[config.mk]
export PLATFORM = sky130hd
export DESIGN_NAME = frame_tail_appender_flat
export DESIGN_NICKNAME = d
export VERILOG_FILES = /design/src/rtl/frame_tail_appender_if.sv /design/src/rtl/frame_tail_appender.sv /design/src/flat_wrapper.sv
export SDC_FILE = /design/constraint.sdc
export NUM_CORES = 1
export LEC_CHECK = 0
export ABC_AREA = 1
export CELL_PAD_IN_SITES_DETAIL_PLACEMENT = 0
export CELL_PAD_IN_SITES_GLOBAL_PLACEMENT = 1
export CORE_MARGIN = 2
export CORE_UTILIZATION = 31
export DETAILED_ROUTE_END_ITERATION = 8
export GPL_TIMING_DRIVEN = 0
export HOLD_SLACK_MARGIN = 0.12
export PLACE_DENSITY_LB_ADDON = 0.1
export SLEW_MARGIN = 30
export SYNTH_ARGS = -nofsm -noshare
export SYNTH_HDL_FRONTEND = slang
export SYNTH_SLANG_ARGS = --single-unit
[constraint.sdc]
create_clock -name clk_i -period 1.2 [get_ports clk_i]
set_input_delay 0.12 -clock clk_i [delete_from_list [all_inputs] [get_ports clk_i]]
set_output_delay 0.12 -clock clk_i [all_outputs]
set_load 0.05 [all_outputs]
[src/rtl/frame_tail_appender_if.sv]
`default_nettype none
// ----------------------------------------------------------------------------
// axi4_stream_if: AXI4-Stream bundle (1-bit tuser) used by the frame extender path. Rev 1.0
// ----------------------------------------------------------------------------
interface axi4_stream_if #(
  parameter int TDATA_WIDTH = 16,
  parameter int TID_WIDTH   = 4,
  parameter int TDEST_WIDTH = 4
);
  logic                     tvalid;
  logic                     tready;
  logic [TDATA_WIDTH-1:0]   tdata;
  logic [TDATA_WIDTH/8-1:0] tstrb;
  logic [TDATA_WIDTH/8-1:0] tkeep;
  logic                     tlast;
  logic                     tuser;
  logic [TID_WIDTH-1:0]     tid;
  logic [TDEST_WIDTH-1:0]   tdest;

  modport master (output tvalid, tdata, tstrb, tkeep, tlast, tuser, tid, tdest,
                  input  tready);
  modport slave  (input  tvalid, tdata, tstrb, tkeep, tlast, tuser, tid, tdest,
                  output tready);
endinterface
`default_nettype wire

[src/rtl/frame_tail_appender.sv]
`default_nettype none
// ----------------------------------------------------------------------------
// frame_tail_appender: 1-stage video slice that appends EXTRA_LINES blank lines after EOF. Rev 1.0
// ----------------------------------------------------------------------------
module frame_tail_appender #(
  parameter int FRAME_RES_X = 1920,
  parameter int EXTRA_LINES = 8,
  parameter int PX_WIDTH    = 10,
  parameter int BLANK_VALUE = 0,
  parameter int TID_WIDTH   = 4,
  parameter int TDEST_WIDTH = 4
) (
  input  logic          clk_i,
  input  logic          rst_i,
  axi4_stream_if.slave  video_i,
  input  logic          eof_i,
  axi4_stream_if.master video_o
);

  localparam int c_tdata_w  = ((PX_WIDTH + 7) / 8) * 8;
  localparam int c_keep_w   = c_tdata_w / 8;
  localparam int c_px_cnt_w = (FRAME_RES_X > 1) ? $clog2(FRAME_RES_X) : 1;
  localparam int c_ln_cnt_w = (EXTRA_LINES > 0) ? $clog2(EXTRA_LINES + 1) : 1;

  localparam logic [c_px_cnt_w-1:0] c_px_last    = c_px_cnt_w'(FRAME_RES_X - 1);
  localparam logic [c_ln_cnt_w-1:0] c_ln_last    = c_ln_cnt_w'((EXTRA_LINES > 0) ? EXTRA_LINES - 1 : 0);
  localparam logic [PX_WIDTH-1:0]   c_blank_px   = PX_WIDTH'(BLANK_VALUE);
  localparam logic [c_tdata_w-1:0]  c_blank_data = c_tdata_w'(c_blank_px);

  typedef enum logic [0:0] {
    PASS   = 1'b0,
    INSERT = 1'b1
  } state_t;

  state_t                  state_q, state_d;
  logic [c_px_cnt_w-1:0]   px_cnt_q, px_cnt_d;
  logic [c_ln_cnt_w-1:0]   ln_cnt_q, ln_cnt_d;

  logic                    tvalid_q, tvalid_d;
  logic [c_tdata_w-1:0]    tdata_q, tdata_d;
  logic [c_keep_w-1:0]     tstrb_q, tstrb_d;
  logic [c_keep_w-1:0]     tkeep_q, tkeep_d;
  logic                    tlast_q, tlast_d;
  logic                    tuser_q, tuser_d;
  logic [TID_WIDTH-1:0]    tid_q, tid_d;
  logic [TDEST_WIDTH-1:0]  tdest_q, tdest_d;

  logic slot_free;
  logic in_ready;
  logic px_last;
  logic ln_last;

  always_comb begin
    slot_free = !tvalid_q || video_o.tready;
    in_ready  = 1'b0;
    px_last   = (px_cnt_q == c_px_last);
    ln_last   = (ln_cnt_q == c_ln_last);
    state_d   = state_q;
    px_cnt_d  = px_cnt_q;
    ln_cnt_d  = ln_cnt_q;
    tvalid_d  = tvalid_q;
    tdata_d   = tdata_q;
    tstrb_d   = tstrb_q;
    tkeep_d   = tkeep_q;
    tlast_d   = tlast_q;
    tuser_d   = tuser_q;
    tid_d     = tid_q;
    tdest_d   = tdest_q;

    case (state_q)
      PASS: begin
        in_ready = slot_free;
        if (slot_free) begin
          tvalid_d = video_i.tvalid;
          tdata_d  = video_i.tdata;
          tstrb_d  = video_i.tstrb;
          tkeep_d  = video_i.tkeep;
          tlast_d  = video_i.tlast;
          tuser_d  = video_i.tuser;
          tid_d    = video_i.tid;
          tdest_d  = video_i.tdest;
          // Only a handshaken EOF beat that also closes a line starts the tail.
          if ((EXTRA_LINES > 0) && video_i.tvalid && eof_i && video_i.tlast) begin
            state_d = INSERT;
          end
        end
      end

      INSERT: begin
        if (slot_free) begin
          tvalid_d = 1'b1;
          tdata_d  = c_blank_data;
          tstrb_d  = '1;
          tkeep_d  = '1;
          tlast_d  = px_last;
          tuser_d  = 1'b0;
          tid_d    = '0;
          tdest_d  = '0;
          if (px_last) begin
            px_cnt_d = '0;
            if (ln_last) begin
              ln_cnt_d = '0;
              state_d  = PASS;
            end else begin
              ln_cnt_d = ln_cnt_q + c_ln_cnt_w'(1);
            end
          end else begin
            px_cnt_d = px_cnt_q + c_px_cnt_w'(1);
          end
        end
      end

      default: state_d = PASS;
    endcase
  end

  always_ff @(posedge clk_i or posedge rst_i) begin
    if (rst_i) begin
      state_q  <= PASS;
      px_cnt_q <= '0;
      ln_cnt_q <= '0;
      tvalid_q <= 1'b0;
      tdata_q  <= '0;
      tstrb_q  <= '0;
      tkeep_q  <= '0;
      tlast_q  <= 1'b0;
      tuser_q  <= 1'b0;
      tid_q    <= '0;
      tdest_q  <= '0;
    end else begin
      state_q  <= state_d;
      px_cnt_q <= px_cnt_d;
      ln_cnt_q <= ln_cnt_d;
      tvalid_q <= tvalid_d;
      tdata_q  <= tdata_d;
      tstrb_q  <= tstrb_d;
      tkeep_q  <= tkeep_d;
      tlast_q  <= tlast_d;
      tuser_q  <= tuser_d;
      tid_q    <= tid_d;
      tdest_q  <= tdest_d;
    end
  end

  assign video_i.tready = in_ready;
  assign video_o.tvalid = tvalid_q;
  assign video_o.tdata  = tdata_q;
  assign video_o.tstrb  = tstrb_q;
  assign video_o.tkeep  = tkeep_q;
  assign video_o.tlast  = tlast_q;
  assign video_o.tuser  = tuser_q;
  assign video_o.tid    = tid_q;
  assign video_o.tdest  = tdest_q;

endmodule
`default_nettype wire

[src/flat_wrapper.sv]
// flat-port wrapper written by rule: the top's interface ports become plain ports
module frame_tail_appender_flat 
#(
  parameter int FRAME_RES_X = 1920,
  parameter int EXTRA_LINES = 8,
  parameter int PX_WIDTH    = 10,
  parameter int BLANK_VALUE = 0,
  parameter int TID_WIDTH   = 4,
  parameter int TDEST_WIDTH = 4
)
  (clk_i, rst_i, eof_i, video_i_tvalid, video_i_tdata, video_i_tstrb, video_i_tkeep, video_i_tlast, video_i_tuser, video_i_tid, video_i_tdest, video_i_tready, video_o_tvalid, video_o_tdata, video_o_tstrb, video_o_tkeep, video_o_tlast, video_o_tuser, video_o_tid, video_o_tdest, video_o_tready);
  axi4_stream_if #(.TDATA_WIDTH(16), .TID_WIDTH(TID_WIDTH), .TDEST_WIDTH(TDEST_WIDTH)) video_i_i ();
  axi4_stream_if #(.TDATA_WIDTH(16), .TID_WIDTH(TID_WIDTH), .TDEST_WIDTH(TDEST_WIDTH)) video_o_i ();
  input  logic clk_i;
  input  logic rst_i;
  input  logic eof_i;
  input wire logic [$bits(video_i_i.tvalid)-1:0] video_i_tvalid;
  input wire logic [$bits(video_i_i.tdata)-1:0] video_i_tdata;
  input wire logic [$bits(video_i_i.tstrb)-1:0] video_i_tstrb;
  input wire logic [$bits(video_i_i.tkeep)-1:0] video_i_tkeep;
  input wire logic [$bits(video_i_i.tlast)-1:0] video_i_tlast;
  input wire logic [$bits(video_i_i.tuser)-1:0] video_i_tuser;
  input wire logic [$bits(video_i_i.tid)-1:0] video_i_tid;
  input wire logic [$bits(video_i_i.tdest)-1:0] video_i_tdest;
  output wire logic [$bits(video_i_i.tready)-1:0] video_i_tready;
  output wire logic [$bits(video_o_i.tvalid)-1:0] video_o_tvalid;
  output wire logic [$bits(video_o_i.tdata)-1:0] video_o_tdata;
  output wire logic [$bits(video_o_i.tstrb)-1:0] video_o_tstrb;
  output wire logic [$bits(video_o_i.tkeep)-1:0] video_o_tkeep;
  output wire logic [$bits(video_o_i.tlast)-1:0] video_o_tlast;
  output wire logic [$bits(video_o_i.tuser)-1:0] video_o_tuser;
  output wire logic [$bits(video_o_i.tid)-1:0] video_o_tid;
  output wire logic [$bits(video_o_i.tdest)-1:0] video_o_tdest;
  input wire logic [$bits(video_o_i.tready)-1:0] video_o_tready;
  assign video_i_i.tvalid = video_i_tvalid;
  assign video_i_i.tdata = video_i_tdata;
  assign video_i_i.tstrb = video_i_tstrb;
  assign video_i_i.tkeep = video_i_tkeep;
  assign video_i_i.tlast = video_i_tlast;
  assign video_i_i.tuser = video_i_tuser;
  assign video_i_i.tid = video_i_tid;
  assign video_i_i.tdest = video_i_tdest;
  assign video_i_tready = video_i_i.tready;
  assign video_o_tvalid = video_o_i.tvalid;
  assign video_o_tdata = video_o_i.tdata;
  assign video_o_tstrb = video_o_i.tstrb;
  assign video_o_tkeep = video_o_i.tkeep;
  assign video_o_tlast = video_o_i.tlast;
  assign video_o_tuser = video_o_i.tuser;
  assign video_o_tid = video_o_i.tid;
  assign video_o_tdest = video_o_i.tdest;
  assign video_o_i.tready = video_o_tready;
  frame_tail_appender #(.FRAME_RES_X(FRAME_RES_X), .EXTRA_LINES(EXTRA_LINES), .PX_WIDTH(PX_WIDTH), .BLANK_VALUE(BLANK_VALUE), .TID_WIDTH(TID_WIDTH), .TDEST_WIDTH(TDEST_WIDTH)) u_core (.clk_i(clk_i), .rst_i(rst_i), .video_i(video_i_i), .eof_i(eof_i), .video_o(video_o_i));
endmodule
* After elaboration in Yosys (flattened, before gate mapping)
Cells that the tools add are included.
** Cells by class
- Add/sub/neg operators :: 2
- Equal/unequal tests :: 4
- Muxes and demuxes :: 31
- Bitwise gates (word level) :: 1
- Reduce and logical (&&, ||, !) cells :: 7
** Operator list (number)
- $mux W16 :: 2
- $pmux W16 S2 :: 1
- $mux W4 :: 4
- $pmux W4 S2 :: 2
- $mux W1 :: 12
- $add A11 B1 Y11 const B :: 1
- $eq A11 B11 Y1 const B :: 1
- $mux W11 :: 1
- $pmux W1 S2 :: 4
- $pmux W2 S2 :: 2
- $mux W2 :: 3
- $add A4 B1 Y4 const B :: 1
- $eq A4 B3 Y1 const B :: 1
- $reduce_and A2 Y1 :: 2
- $reduce_and A3 Y1 :: 1
- $logic_and A1 B1 Y1 :: 2
- $ne A2 B1 Y1 const B :: 1
- $ne A2 B2 Y1 const B :: 1
- $logic_not A1 Y1 :: 1
- $logic_or A1 B1 Y1 :: 1
- $not A1 Y1 :: 1
** Word-level totals
- Flip-flop bits (word level) :: 47
- Input port bits :: 35
- Output and inout bits :: 32
- Logic and storage cells :: 56

* Depth between registers and ports, before layout
- Depth in word-level cells :: 5
- Mapped depth :: 8
- Mapped depth without buffers :: 8

* Worst setup path after synthesis
Ideal clock, no wire load.
- Kind :: register -> register
- Start :: reg u_core.tvalid_q, in the netlist u_core.video_o.tvalid
- End :: reg u_core.tdata_q[0], in the netlist u_core.video_o.tdata[0]
- Setup time :: 0.121 ns
- Data arrival time :: 1.376 ns
- Required time :: 1.079 ns
- Setup slack :: -0.297 ns
- Cell stages (with the launch flop) :: 6
- Path buffers :: 1
- Period minus slack after synthesis :: 1.497 ns
- Cell sequence :: dfrtp_1 nand2_4 nand2_4 inv_2 buf_4 a22o_1
** On the way
- Word-level cells in the longest chain between the ends :: 4
- Elaborated cells on any way between the ends :: 5
- Those cells by class :: eq/ne: 2; reduce/logical: 3
** RTL lines
- start, declared :: RTL line frame_tail_appender.sv:39 : logic tvalid_q, tvalid_d;
- start signal, assigned :: RTL line frame_tail_appender.sv:134 : tvalid_q <= tvalid_d;
- $logic_not A1 Y1 * :: RTL line frame_tail_appender.sv:54 : slot_free = !tvalid_q || video_o.tready;
- $logic_or A1 B1 Y1 * :: RTL line frame_tail_appender.sv:54
- $ne A2 B2 Y1 (no line) / $ne A2 B1 Y1 (equally long branches)
- $reduce_and A2 Y1 (no line) *
- end signal, assigned :: RTL line frame_tail_appender.sv:135 : tdata_q <= tdata_d;
- end, declared :: RTL line frame_tail_appender.sv:40 : logic [c_tdata_w-1:0] tdata_q, tdata_d;
Every way passes the cells marked *; elsewhere a longest branch is shown, timed or not.
A chain may end at the register's enable or synchronous reset.

* Worst setup path after layout
- Start :: reg u_core.px_cnt_q[1]
- End :: reg u_core.ln_cnt_q[3]
** On the way
- Word-level cells in the longest chain between the ends :: 2
** RTL lines
- start, declared :: RTL line frame_tail_appender.sv:36 : logic [c_px_cnt_w-1:0] px_cnt_q, px_cnt_d;
- start signal, assigned :: RTL line frame_tail_appender.sv:132 : px_cnt_q <= px_cnt_d;
- $eq A11 B11 Y1 :: RTL line frame_tail_appender.sv:56 : px_last = (px_cnt_q == c_px_last);
- $reduce_and A3 Y1 (no line)
- end signal, assigned :: RTL line frame_tail_appender.sv:133 : ln_cnt_q <= ln_cnt_d;
- end, declared :: RTL line frame_tail_appender.sv:37 : logic [c_ln_cnt_w-1:0] ln_cnt_q, ln_cnt_d;
Every way passes these cells.

==> run_results.csv <==
group,metric,value,unit
status,status,"finished with violations",
status,violations,"negative setup slack",
setup_path,startpoint_type,"flop",
layout,area_growth_syn_to_layout,57.8,%
sta,hold_viol,0,
pwr,p_leak,1.46,nW
sta,fin_crit,1.34,ns
setup_path,crit_path_max_incr_delay,0.40,ns
grt,grt_max_degree,20,
logic_synthesis,synth.avg_cell_area,11.0,um2
sta,worst_slack,-0.140,ns
logic_synthesis,synth.net_count,222,
run,drv_cap,0,
clock_network,cts_tree,"done",
clock_network,cts_max_level,2,
layout,final_cell_mix,"45 x dfrtp_1, 34 x clkdlybuf4s50_1, 27 x clkdlybuf4s15_2",
logic_synthesis,ys_ff_latch,47,
setup_path,critPathKind,"reg -> reg",
place,numPlacedInstances,330,
drt,routedWlPerCell,14.0,um
floorplan,core,0.00635,mm2
sta,fin_crit_sh,112,%
clock_network,clkLatencyLatePin,0.30,ns
drt,viasPerCell,4.68,
drt,drtIter0Drc,54,
grt,grt_antenna_before_repair,0,
place,hpwlAfterDp,3330,um
drt,wl_met2,2180,um
worst_hold_path,min_path_type,"in -> async",
floorplan,die_area,0.00723,mm2
setup_path,worst-path-stages,7,
floorplan,num_rows,29,
setup_path,path_buf_inv,1,
grt,overflow,0,
sta,slew_headroom,76.6,%
clock_network,cts_buffers,5,
clock_network,cts.sinks,47,
layout,drive_above_1_share,33.8,%
sta,worst_slew_pin_slew,0.350,ns
clock_network,ctsLongestPathBuffers,2,
floorplan,ioPinCount,67,
sta,finClkSkew,0.00769,ns
setup_path,cp_top_family,"simple AND/OR/NAND/NOR gates",
floorplan,fp.dieH,85.0,um
drt,top_layer,"met4",
layout,final_cells,352,
drt,finalWirelength,4940,um
setup_path,r2r_cells,7,
setup_path,critPathRequiredTime,1.39,ns
drt,drc,0,
setup_path,cp_slowest_cell,"dfrtp_1",
sta,drv_slew,0,
place,portBuffers,66,
clock_network,cts-root-buf,"clkbuf_8",
floorplan,fp.dieW,85.0,um
drt,drt-met1-wl,2370,um
pwr,ir_worst_vdd,0.721,mV
setup_path,worst-r2r-setup-slack,-0.14,ns
drt,antenna_left,0,
logic_synthesis,synth_area,0.00204,mm2
clock_network,clkTransAtPathRegs,0.09,ns
grt,grt_pass1_vias,1720,
layout,finish.net_count,311,
setup_path,path_cells,"ha_4, nand3_4, nor2_4, nand3_4, buf_8, nand2_4, o21ai_2",
sta,setup_tns,-1.71,ns
sta,rsz0062_at_grt,"yes",
layout,final_common_cell,"dfrtp_1",
layout,antenna-diode-count,0,
logic_synthesis,netlist-cell-type-count,26,
setup_path,path_max_fanout,5,
clock_network,holdBufCountCts,0,
logic_synthesis,synthCells,185,
drt,met3_length,343,um
place,preCtsSetupSlack,-0.903,ns
grt,grt_pass1_wl,8580,um
grt,grt_usage,14.7,%
floorplan,start_util,32.1,%
logic_synthesis,synth.yosys.seq_area_share,57.8,%
setup_path,arrival,1.53,ns
setup_path,crit_path_end_kind,"flop",
logic_synthesis,synth_warnings,0,
place,gp_congestion,0.752,
pwr,p_per_area,1540,mW/mm2
drt,drt_pass1_iterations,4,
sta,max_freq,746,MHz
pwr,power,4.95,mW
layout,utilization,50.6,%
setup_path,crit_top_cell,"nand3_4",
sta,setup_violations,16,
drt,vias,1647,
## repair_timing
action,4_1_cts,5_1_grt
hold endpoints to repair,0,0
endpoints found under the setup margin,53,34
buffers inserted,12,2
gates cloned,0,1
pin swaps,4,8
gates resized for setup,112,23
## per-stage QoR
| step | hold WS [ns] | cell area [um2] |
|---|---|---|
| after floorplan | 0.143 | 2060 |
| after global placement | 0.483 | 2820 |
| after detailed placement | 0.473 | 2870 |
| after CTS | 0.151 | 3130 |
| after global routing | 0.159 | 3210 |
| final | 0.140 | 3210 |
## power by group
group / internal [mW] / total [mW] / switching (mW)
sequential: 1.85 / 2.06 / 0.204
clock: 0.409 / 0.957 / 0.549
combinational: 0.776 / 1.94 / 1.16
total: 3.04 / 4.95 / 1.91
## cells by family (layout without fill, tap and decap cells)
kind of cell,count (synthesis),count (layout),share of synthesized area [%]
adders and majority gates,2,2,1.23
DFF,47,47,57.8
xor gates and xnor gates,5,5,2.15
buffers and inverters,23,113,5.59
AOI/OAI and AO/OA,36,36,14.8
and+or+nand+nor,72,72,18.5
## per-layer routing
metal,vias up,GRT usage [%]
met5,-,0
met4,0,3.90
met3,5,4.38
met2,44,22.9
met1,788,20.2
li1,810,-
## state kept, by name (all words and copies together) (netlist names)
name                   flops
u_core.video_o.tlast       1
u_core.state_q             1
u_core.video_o.tkeep       2
u_core.ln_cnt_q            4
u_core.px_cnt_q           11
u_core.video_o.tdest       4
u_core.video_o.tstrb       2
u_core.video_o.tdata      16
u_core.video_o.tuser       1
u_core.video_o.tid         4
u_core.video_o.tvalid      1
## final timing paths
path                                     from               endpoint
setup / recovery           u_core.px_cnt_q[1]     u_core.ln_cnt_q[3]
hold / removal                          rst_i     u_core.px_cnt_q[6]
setup reg to reg           u_core.px_cnt_q[1]     u_core.ln_cnt_q[3]
hold reg to reg            u_core.px_cnt_q[4]     u_core.px_cnt_q[4]
max in group asynchronous               rst_i  u_core.video_o.tvalid
min in group clk_i                      eof_i         u_core.state_q
## cells in the mapped netlist
| cell | count | area, um2 |
|---|---|---|
| nand3b_1 | 1 | 7.51 |
| a22o_1 | 25 | 219 |
| nor2_4 | 3 | 33.8 |
| inv_1 | 14 | 52.6 |
| o21ai_0 | 3 | 15.0 |
| dfrtp_1 | 47 | 1180 |
| nand2_4 | 3 | 33.8 |
| buf_6 | 1 | 11.3 |
| nor2_1 | 14 | 52.6 |
| o21ai_2 | 3 | 26.3 |
| nand2_1 | 29 | 109 |
| o22a_1 | 4 | 35.0 |
| xor2_1 | 2 | 17.5 |
| nand4_1 | 5 | 31.3 |
| nor2_2 | 2 | 12.5 |
| nand3_1 | 10 | 50.1 |
| nand3_2 | 1 | 10.0 |
| inv_6 | 1 | 8.76 |
| buf_4 | 4 | 30.0 |
| or2_2 | 2 | 12.5 |
| xnor2_1 | 3 | 26.3 |
| nand3_4 | 1 | 17.5 |
| nand2_2 | 1 | 6.26 |
| a21oi_1 | 1 | 5.00 |
| inv_2 | 3 | 11.3 |
| ha_1 | 2 | 25.0 |
## final cells by class
type | count | area (um2)
timing repair buffer | 83 | 886
fill | 589 | 3140
buffer | 4 | 50.0
clock buffer | 6 | 72.6
tap | 77 | 96.3
inverter | 18 | 83.8
sequential | 47 | 1180
clock inverter | 2 | 12.5
multi-input combinational | 115 | 833
No activity file was read; power rests on OpenSTA's default activity.
